$ cat src/rtl/mem_access_unit_pkg.sv
// riscv_mem_pkg: shared access-size codes, FSM states and counter sizing for mem_access_unit
// Ports: none (package only)
package riscv_mem_pkg;
    localparam logic [1:0] SZ_B = 2'b00;
    localparam logic [1:0] SZ_H = 2'b01;
    localparam logic [1:0] SZ_W = 2'b10;
    typedef enum logic [1:0] {IDLE, REQ, DONE} state_t;
    function automatic int cnt_width(input int timeout);
        return $clog2(timeout + 1);
    endfunction
    // Funct3[1:0] of 10/11 both mean word, so undefined encodings fall through to W
    function automatic logic [1:0] f3_size(input logic [2:0] f3);
        return f3[1] ? SZ_W : f3[1:0];
    endfunction
endpackage

$ cat src/rtl/mem_access_unit_if.sv
// mem_access_unit_if: data-memory request/acknowledge bus
// Ports: dm_req/dm_we/dm_addr/dm_wdata/dm_be from master, dm_ack/dm_rdata from slave
interface mem_access_unit_if;
    logic        dm_req;
    logic        dm_we;
    logic [31:0] dm_addr;
    logic [31:0] dm_wdata;
    logic [3:0]  dm_be;
    logic        dm_ack;
    logic [31:0] dm_rdata;
    modport master (output dm_req, dm_we, dm_addr, dm_wdata, dm_be, input dm_ack, dm_rdata);
    modport slave  (input dm_req, dm_we, dm_addr, dm_wdata, dm_be, output dm_ack, dm_rdata);
endinterface

$ cat src/rtl/mem_access_unit_load_align.sv
// mem_load_align: picks the load lane from the read word and sign/zero extends it
// Ports: i_rdata read word, i_off naturally aligned byte offset, i_funct3 size/sign, o_data result
module mem_load_align
    import riscv_mem_pkg::*;
(
    input  logic [31:0] i_rdata,
    input  logic [1:0]  i_off,
    input  logic [2:0]  i_funct3,
    output logic [31:0] o_data
);
    logic [7:0]  w_byte;
    logic [15:0] w_half;
    logic [1:0]  w_size;
    logic        w_sx;
    always_comb begin
        w_size = f3_size(i_funct3);
        w_sx   = ~i_funct3[2];
        w_byte = i_rdata[{i_off, 3'b000} +: 8];
        w_half = i_rdata[{i_off[1], 4'b0000} +: 16];
        o_data = w_size == SZ_B ? {{24{w_sx & w_byte[7]}}, w_byte} :
                 w_size == SZ_H ? {{16{w_sx & w_half[15]}}, w_half} : i_rdata;
    end
endmodule

$ cat src/rtl/mem_access_unit.sv
// mem_access_unit: MEM-stage load/store sequencer with stall, alignment and timeout
// Ports: clk/reset; MemRead_mem/MemWrite_mem/Funct3_mem/ALUResult_mem/MemWriteData_mem from EX_MEM;
//        MemDout_mem/Stall_mem/Err_mem to pipeline; dm = data-memory bus (master side)
// Option: MEM_MISALIGN_TRAP_EN traps misaligned H/W accesses instead of masking the address
module mem_access_unit
    import riscv_mem_pkg::*;
#(
    parameter int TIMEOUT = 255
) (
    input  logic              clk,
    input  logic              reset,
    input  logic              MemRead_mem,
    input  logic              MemWrite_mem,
    input  logic [2:0]        Funct3_mem,
    input  logic [31:0]       ALUResult_mem,
    input  logic [31:0]       MemWriteData_mem,
    output logic [31:0]       MemDout_mem,
    output logic              Stall_mem,
    output logic              Err_mem,
    mem_access_unit_if.master dm
);
    localparam int CW = cnt_width(TIMEOUT);
    state_t        r_state, w_next;
    logic [CW-1:0] r_cnt;
    logic [31:0]   r_dout;
    logic          r_err;
    logic          w_valid, w_mis, w_req, w_timeout, w_err, w_cap;
    logic [1:0]    w_size, w_off;
    logic [3:0]    w_be;
    logic [31:0]   w_wdata, w_ld;

    mem_load_align u_align (
        .i_rdata  (dm.dm_rdata),
        .i_off    (w_off),
        .i_funct3 (Funct3_mem),
        .o_data   (w_ld)
    );

    always_comb begin
        w_valid   = MemRead_mem | MemWrite_mem;
        w_size    = f3_size(Funct3_mem);
        w_off     = w_size == SZ_B ? ALUResult_mem[1:0] :
                    w_size == SZ_H ? {ALUResult_mem[1], 1'b0} : 2'b00;
`ifdef MEM_MISALIGN_TRAP_EN
        w_mis     = w_off != ALUResult_mem[1:0];
`else
        w_mis     = 1'b0;
`endif
        w_timeout = r_cnt == CW'(TIMEOUT - 1);
        // reset gates the combinational IDLE request so it drops immediately
        w_req     = ~reset & ((r_state == REQ) | (r_state == IDLE & w_valid & ~w_mis));
        w_cap     = w_req & dm.dm_ack;
        w_err     = (r_state == IDLE & w_valid & w_mis) | (r_state == REQ & ~dm.dm_ack & w_timeout);
        w_be      = (w_size == SZ_B ? 4'b0001 : w_size == SZ_H ? 4'b0011 : 4'b1111) << w_off;
        w_wdata   = w_size == SZ_B ? {4{MemWriteData_mem[7:0]}} :
                    w_size == SZ_H ? {2{MemWriteData_mem[15:0]}} : MemWriteData_mem;
    end

    always_comb begin
        w_next = r_state;
        case (r_state)
            IDLE:    if (w_valid) w_next = (w_mis | dm.dm_ack) ? DONE : REQ;
            REQ:     if (dm.dm_ack | w_timeout) w_next = DONE;
            default: w_next = IDLE;
        endcase
    end

    always_ff @(posedge clk or posedge reset) begin
        if (reset) begin
            r_state <= IDLE;
            r_cnt   <= '0;
            r_dout  <= '0;
            r_err   <= 1'b0;
        end else begin
            r_state <= w_next;
            r_cnt   <= r_state == REQ ? r_cnt + 1'b1 : '0;
            r_err   <= w_err;
            if (w_err)
                r_dout <= '0;
            else if (w_cap & ~MemWrite_mem)
                r_dout <= w_ld;
        end
    end

    assign dm.dm_req    = w_req;
    assign dm.dm_we     = w_req & MemWrite_mem;
    assign dm.dm_addr   = {ALUResult_mem[31:2], 2'b00};
    assign dm.dm_wdata  = w_wdata;
    assign dm.dm_be     = (w_req & MemWrite_mem) ? w_be : 4'b0000;
    assign Stall_mem    = ~reset & ((r_state == REQ) | (r_state == IDLE & w_valid));
    assign MemDout_mem  = r_dout;
    assign Err_mem      = r_err;
endmodule

$ cat src/flat_wrapper.sv
// flat-port wrapper written by rule: the top's interface ports become plain ports
module mem_access_unit_flat import riscv_mem_pkg::*;
#(
    parameter int TIMEOUT = 255
)
  (clk, reset, MemRead_mem, MemWrite_mem, Funct3_mem, ALUResult_mem, MemWriteData_mem, MemDout_mem, Stall_mem, Err_mem, dm_dm_req, dm_dm_we, dm_dm_addr, dm_dm_wdata, dm_dm_be, dm_dm_ack, dm_dm_rdata);
  mem_access_unit_if dm_i ();
  input  logic clk;
  input  logic reset;
  input  logic MemRead_mem;
  input  logic MemWrite_mem;
  input  logic [2:0] Funct3_mem;
  input  logic [31:0] ALUResult_mem;
  input  logic [31:0] MemWriteData_mem;
  output logic [31:0] MemDout_mem;
  output logic Stall_mem;
  output logic Err_mem;
  output wire logic [$bits(dm_i.dm_req)-1:0] dm_dm_req;
  output wire logic [$bits(dm_i.dm_we)-1:0] dm_dm_we;
  output wire logic [$bits(dm_i.dm_addr)-1:0] dm_dm_addr;
  output wire logic [$bits(dm_i.dm_wdata)-1:0] dm_dm_wdata;
  output wire logic [$bits(dm_i.dm_be)-1:0] dm_dm_be;
  input wire logic [$bits(dm_i.dm_ack)-1:0] dm_dm_ack;
  input wire logic [$bits(dm_i.dm_rdata)-1:0] dm_dm_rdata;
  assign dm_dm_req = dm_i.dm_req;
  assign dm_dm_we = dm_i.dm_we;
  assign dm_dm_addr = dm_i.dm_addr;
  assign dm_dm_wdata = dm_i.dm_wdata;
  assign dm_dm_be = dm_i.dm_be;
  assign dm_i.dm_ack = dm_dm_ack;
  assign dm_i.dm_rdata = dm_dm_rdata;
  mem_access_unit #(.TIMEOUT(TIMEOUT)) u_core (.clk(clk), .reset(reset), .MemRead_mem(MemRead_mem), .MemWrite_mem(MemWrite_mem), .Funct3_mem(Funct3_mem), .ALUResult_mem(ALUResult_mem), .MemWriteData_mem(MemWriteData_mem), .MemDout_mem(MemDout_mem), .Stall_mem(Stall_mem), .Err_mem(Err_mem), .dm(dm_i));
endmodule
$ cat config.mk
export PLATFORM = sky130hd
export DESIGN_NAME = mem_access_unit_flat
export DESIGN_NICKNAME = d
export VERILOG_FILES = /design/src/rtl/mem_access_unit_pkg.sv /design/src/rtl/mem_access_unit_if.sv /design/src/rtl/mem_access_unit_load_align.sv /design/src/rtl/mem_access_unit.sv /design/src/flat_wrapper.sv
export SDC_FILE = /design/constraint.sdc
export NUM_CORES = 1
export LEC_CHECK = 0
export ABC_AREA = 0
export CAP_MARGIN = 20
export CORE_MARGIN = 5
export CORE_UTILIZATION = 38
export CTS_CLUSTER_SIZE = 8
export DETAILED_ROUTE_END_ITERATION = 10
export PLACE_DENSITY = 0.91
export SYNTH_ARGS = -nofsm -noshare
export SYNTH_HDL_FRONTEND = slang
export SYNTH_SLANG_ARGS = --single-unit
$ cat constraint.sdc
create_clock -name clk -period 2.2 [get_ports clk]
set_input_delay 0.33 -clock clk [delete_from_list [all_inputs] [get_ports clk]]
set_output_delay 0.33 -clock clk [all_outputs]
set_load 0.05 [all_outputs]
## After elaboration in Yosys (flattened, before gate mapping)

Cells that the tools add are included.

- Add/sub/neg operators: 1
- Multiply operators: 0
- Div/mod/pow operators: 0
- Magnitude comparators: 0
- Equality and inequality tests: 5
- Shift-type cells: 3
- Muxes and demuxes: 17
- Bitwise gates (word level): 16
- Reductions and logical operators: 4

Operators by type and width:

| cell | number |
|---|---|
| $mux 32 | 6 |
| $shiftx 32x6->16 | 1 |
| $shiftx 32x6->8 | 1 |
| $mux 2 | 6 |
| $mux 4 | 3 |
| $and 1x1->1 | 9 |
| $add 8x1->8 const B | 1 |
| $eq 8x8->1 const B | 1 |
| $mux 8 | 1 |
| $eq 2x1->1 const B | 2 |
| $logic_not 2->1 | 2 |
| $not 1->1 | 4 |
| $pmux 2 s2 | 1 |
| $shl 4x2->4 | 1 |
| $or 1x1->1 | 3 |
| $ne 2x1->1 const B | 1 |
| $ne 2x2->1 const B | 1 |
| $reduce_and 2->1 | 1 |
| $reduce_bool 2->1 | 1 |

- Register bits: 43
- Latch bits: 0
- Memory bits (writable): 0
- Memory bits (read-only): 0
- Input bits: 104
- Output and inout port bits: 104
- Logic and storage cells: 50
- Memories: 0

## Longest topological paths before layout

- Word-level depth: 10
- Gate-level depth with buffers: 8
- Gate-level depth less buffers: 7

## Hierarchy

A second synthesis with hierarchy kept.

- Cells, all modules: 396
- Area, all modules: 3609.7 µm²

Modules (own cells, without submodules):

| module | times used | cells each | area an instance (µm²) | sequential area each (µm²) |
|---|---|---|---|---|
| mem_access_unit | 1 | 261 | 2592.5 | 1076.0 |
| mem_load_align | 1 | 135 | 1017.2 | 0.0 |

## Worst setup path after synthesis

OpenSTA, ideal clock, no wires.

- Path type: input-to-output
- Start: input port Funct3_mem[0]
- End: output port dm_dm_wdata[24]
- Arrival time: 2.239 ns
- Data required time: 1.870 ns
- Setup slack: -0.369 ns
- Stages: 4
- Path buffers: 2
- Cell sequence: clkbuf_1 -> buf_1 -> mux2i_1 -> o21ai_0

- Cells in the longest elaborated chain, start to end: 4
- Elaborated cells on any way between the ends: 5
- Those cells by class: eq/ne: 1; mux: 3; reduce/logical: 1

RTL lines:

| what | RTL line | RTL |
|---|---|---|
| start: declaration | flat_wrapper.sv:12 | `input logic [2:0] Funct3_mem;` |
| $mux 2 (*) | mem_access_unit_pkg.sv:13 | `return f3[1] ? SZ_W : f3[1:0];` |
| $eq 2x1->1 | mem_access_unit.sv:56 | `w_size == SZ_H ? {2{MemWriteData_mem[15:0]}} : MemWriteData_mem;` |
| $mux 32 | mem_access_unit.sv:56 |  |
| $mux 32 (*) | mem_access_unit.sv:55 | `w_wdata = w_size == SZ_B ? {4{MemWriteData_mem[7:0]}} :` |
| end: declaration | flat_wrapper.sv:21 | `output wire logic [$bits(dm_i.dm_wdata)-1:0] dm_dm_wdata;` |

Mark *: on every way between the ends. The rest lies on a longest branch, timed or not.

## Worst setup path after layout

- Start: input port Funct3_mem[0]
- End: output port dm_dm_wdata[15]

- Cells in the longest elaborated chain, start to end: 3

RTL lines:

| what | RTL line |
|---|---|
| $mux 2 | mem_access_unit_pkg.sv:13 |
| $logic_not 2->1 | mem_access_unit.sv:55 |
| $mux 32 | mem_access_unit.sv:55 |

Every way passes these cells.

==> results.rst <==
.. list-table::
   :header-rows: 1

   * - Metric
     - Value
   * - Number of nets at the end of the flow
     - 627
   * - Outcome
     - finished, final reports clean
   * - Proportion of synthesized flip-flops having asynchronous set or reset
     - 100%
   * - # DRC
     - 0
   * - Critical-path top delay cell
     - clkdlybuf4s50_1
   * - CTS clk-pin slew, worst paths
     - 0.08 ns
   * - Total detailed-routing wirelength
     - 12.3 mm
   * - Largest stage delay on the critical path
     - 0.47 ns
   * - Unique cell type count in the Yosys netlist
     - 44
   * - Number of iterations in the first detailed-routing pass
     - 5
   * - Starting density of the core
     - 38.6%
   * - Final core occ
     - 58.0%
   * - Placed wire-length estimate after detailed placement
     - 9.77 mm
   * - Vias after detailed routing
     - 3668
   * - Post-CTS setup buffer count
     - 0
   * - Setup slack on the worst flop-to-flop path
     - 0.25 ns
   * - Number of placement rows
     - 34
   * - Max transition margin
     - 59.9%
   * - Post-synth EDFFs
     - 0
   * - Post-Synthesis Cell Area
     - 3350 sq um
   * - Power density over cell area
     - 712 nW/um^2
   * - Worst hold slack
     - 0.493 ns
   * - Type of destination of the critical path
     - output port
   * - Number of I/O port buffers
     - 145
   * - Required time at the endpoint of the critical path
     - 1.87 ns
   * - Hold-critical path depth
     - 1
   * - List of cells traversed by the critical path
     - clkdlybuf4s50_1 -> buf_4 -> or2_2 -> buf_4 -> nand2_1 -> nand2_1 -> buf_12
   * - Max Fanout on Critical Path
     - 8
   * - Actual slew at the worst max-slew pin
     - 0.599 ns
   * - Library cell used as clock root buffer
     - clkbuf_8
   * - Share of synthesized area occupied by flip-flops and latches
     - 32.1%
   * - Shortest clock period the worst path allows after layout
     - 2.16 ns
   * - Top FF cell, synth
     - dfrtp_1
   * - Placed Area
     - 4930 sq um
   * - Clock buffers created by TritonCTS
     - 5
   * - First DRT Iteration DRCs
     - 484
   * - Fin. Hold Viols
     - 0
   * - Leakage Power
     - 2.09 nW
   * - Most common cell after layout, fill and taps aside
     - clkdlybuf4s50_1
   * - Chip Height
     - 104 microns
   * - Highest clock rate
     - 0.463 GHz
   * - Most frequent cells in the layout
     - clkdlybuf4s50_1, nand2_1, buf_4
   * - CTS H-Tree Depth
     - 2
   * - Area growth from synthesis to final layout
     - 50.2%
   * - Synthesized netlist cell count
     - 411
   * - Power after layout
     - 3.59 mW
   * - Average cell area after synthesis
     - 8.16 sq um
   * - Largest net degree at the start of global routing
     - 30
   * - RSZ-0062 raised after global routing
     - false
   * - Global-route wire length before repair
     - 20.1 mm
   * - Number of global-route vias before repair
     - 3727
   * - Final instance area
     - 5040 sq um
   * - Worst supply voltage drop on vdd
     - 0.476 mV
   * - Overflow left after global routing
     - 0
   * - Startpoint-to-endpoint class of the critical path
     - in -> out
   * - Setup tns final
     - 0 ns
   * - Number of max-capacitance violations reported
     - 0
   * - Worst Clk Skew
     - 0.00776 ns
   * - Fillers
     - 735
   * - Ports
     - 208
   * - Part of the cycle the worst path needs
     - 98.1%
   * - Residual antenna-violating net count after detailed routing
     - 0
   * - Synth Register Bits
     - 43
   * - Avg WL per Cell
     - 19.6 microns
   * - Final max-slew violation count
     - 0
   * - Clock tree from TritonCTS
     - yes
   * - Arrival time at the worst endpoint
     - 1.83 ns
   * - Area of the die
     - 10800 sq um
   * - Antenna violations before repair
     - 0
   * - Number of antenna diodes
     - 0
   * - Total global-route track usage
     - 22.2%
   * - Depth of the worst register-to-register path
     - 7
   * - Worst hold-check path type
     - reg -> reg
   * - Proportion of layout cells with a drive suffix above 1
     - 19.7%
   * - Routability cong.
     - 0.931
   * - Detailed-route vias per instance
     - 5.82
   * - Number of buffers between clock root and the deepest sink
     - 2
   * - Chip Width
     - 104 microns
   * - Synthesis warning total
     - 0
   * - Type of element launching the critical path
     - input port
   * - Placeable core region
     - 8680 sq um
   * - Total number of clock tree sinks
     - 43
   * - Clock Latency Late Sink
     - 0.30 ns
   * - Number of endpoints failing setup at the final stage
     - 0
[synthesized netlist by cell type (all sizes together), types with 2 or more instances]
cell | number | area share (%)
nand2 | 78 | 8.7
buf | 55 | 12
dfrtp | 43 | 32
o21ai | 38 | 5.7
a32oi | 24 | 6.3
clkbuf | 18 | 2.0
o211ai | 18 | 4.0
nor2 | 17 | 1.9
inv | 14 | 1.6
mux2 | 14 | 4.7
mux2i | 9 | 2.7
a221oi | 7 | 1.8
a21oi | 6 | 0.90
nand2b | 6 | 1.1
nor2b | 6 | 1.1
nor3b | 6 | 1.3
nand3 | 5 | 0.75
or2 | 5 | 0.93
nor3 | 4 | 0.90
o221ai | 4 | 1.0
o22ai | 4 | 0.75
o2bb2ai | 4 | 1.0
or3 | 4 | 0.75
a22o | 3 | 0.78
xor2 | 3 | 0.78
ha | 2 | 0.75
o2111ai | 2 | 0.52
or4 | 2 | 0.45
[report_power, final]
part	switching [mW]	internal (mW)	leakage, nW	total (mW)
Combinational	1.21	0.749	1.48	1.96
Clock	0.274	0.286	0.0505	0.560
Sequential	0.116	0.954	0.553	1.07
Total	1.60	1.99	2.09	3.59
[routing by layer]
layer | vias up | routed length (microns) | global-route usage, %
met2 | 224 | 6110 | 36.5
met4 | 0 | 364 | 7.03
met3 | 51 | 1170 | 6.52
met5 | - | 0 | 0
met1 | 1736 | 4700 | 28.2
li1 | 1657 | - | -
[area by class of cell]
cell class | count | area, sq um | area share [%]
Sequential cell | 43 | 1080 | 21.4
Tap cell | 108 | 135 | 2.68
Timing Repair Buffer | 175 | 1890 | 37.5
Multi-Input combinational cell | 282 | 1780 | 35.4
Inverter | 14 | 52.6 | 1.04
Clock buffer | 7 | 96.3 | 1.91
Clock inverter | 1 | 7.51 | 0.149
[path summary, 6_finish.rpt]
path | startpoint | to
setup / recovery | Funct3_mem[0] | dm_dm_wdata[15]
hold reg to reg | u_core.r_cnt[0] | u_core.r_cnt[0]
max in group asynchronous | reset | u_core.MemDout_mem[4]
hold / removal | u_core.r_cnt[0] | u_core.r_cnt[0]
min in group asynchronous | reset | u_core.r_cnt[7]
setup reg to reg | u_core.r_cnt[0] | u_core.MemDout_mem[4]
[repair_timing]
item                       CTS  global route
setup endpoints to repair    0             2
gates resized for setup      0             2
hold buffers                 0             0
[cells by family after synthesis]
logic type               count (synthesis)  synth area share (%)
XOR/XNOR                                 4                  1.04
AND/OR/NAND/NOR                        136                  18.8
flip-flops                              43                  32.1
other                                    1                 0.112
AO/OA/AOI/OAI                          114                  24.0
adder cells (fa/ha/maj)                  2                 0.746
multiplexers                            24                  8.06
buffers and inverters                   87                  15.2
[stage by stage]
stage | setup WS, ns | instances
after floorplan | 0.00341 | 412
after global placement | 0.00812 | 622
after detailed placement | -0.107 | 622
after CTS | 0.0409 | 630
after global routing | 0.00370 | 630
final | 0.0408 | 630
[worst max-delay path, delay by kind of cell]
kind / cells / cell delay, ns
simple gates: 3 / 0.49
buf+inv: 4 / 1.00
[state kept, by name, summed over array words and instances, names as in the netlist]
name                flops
u_core.MemDout_mem     32
u_core.r_state          2
u_core.Err_mem          1
u_core.r_cnt            8
No activity file was read; power rests on OpenSTA's default activity.
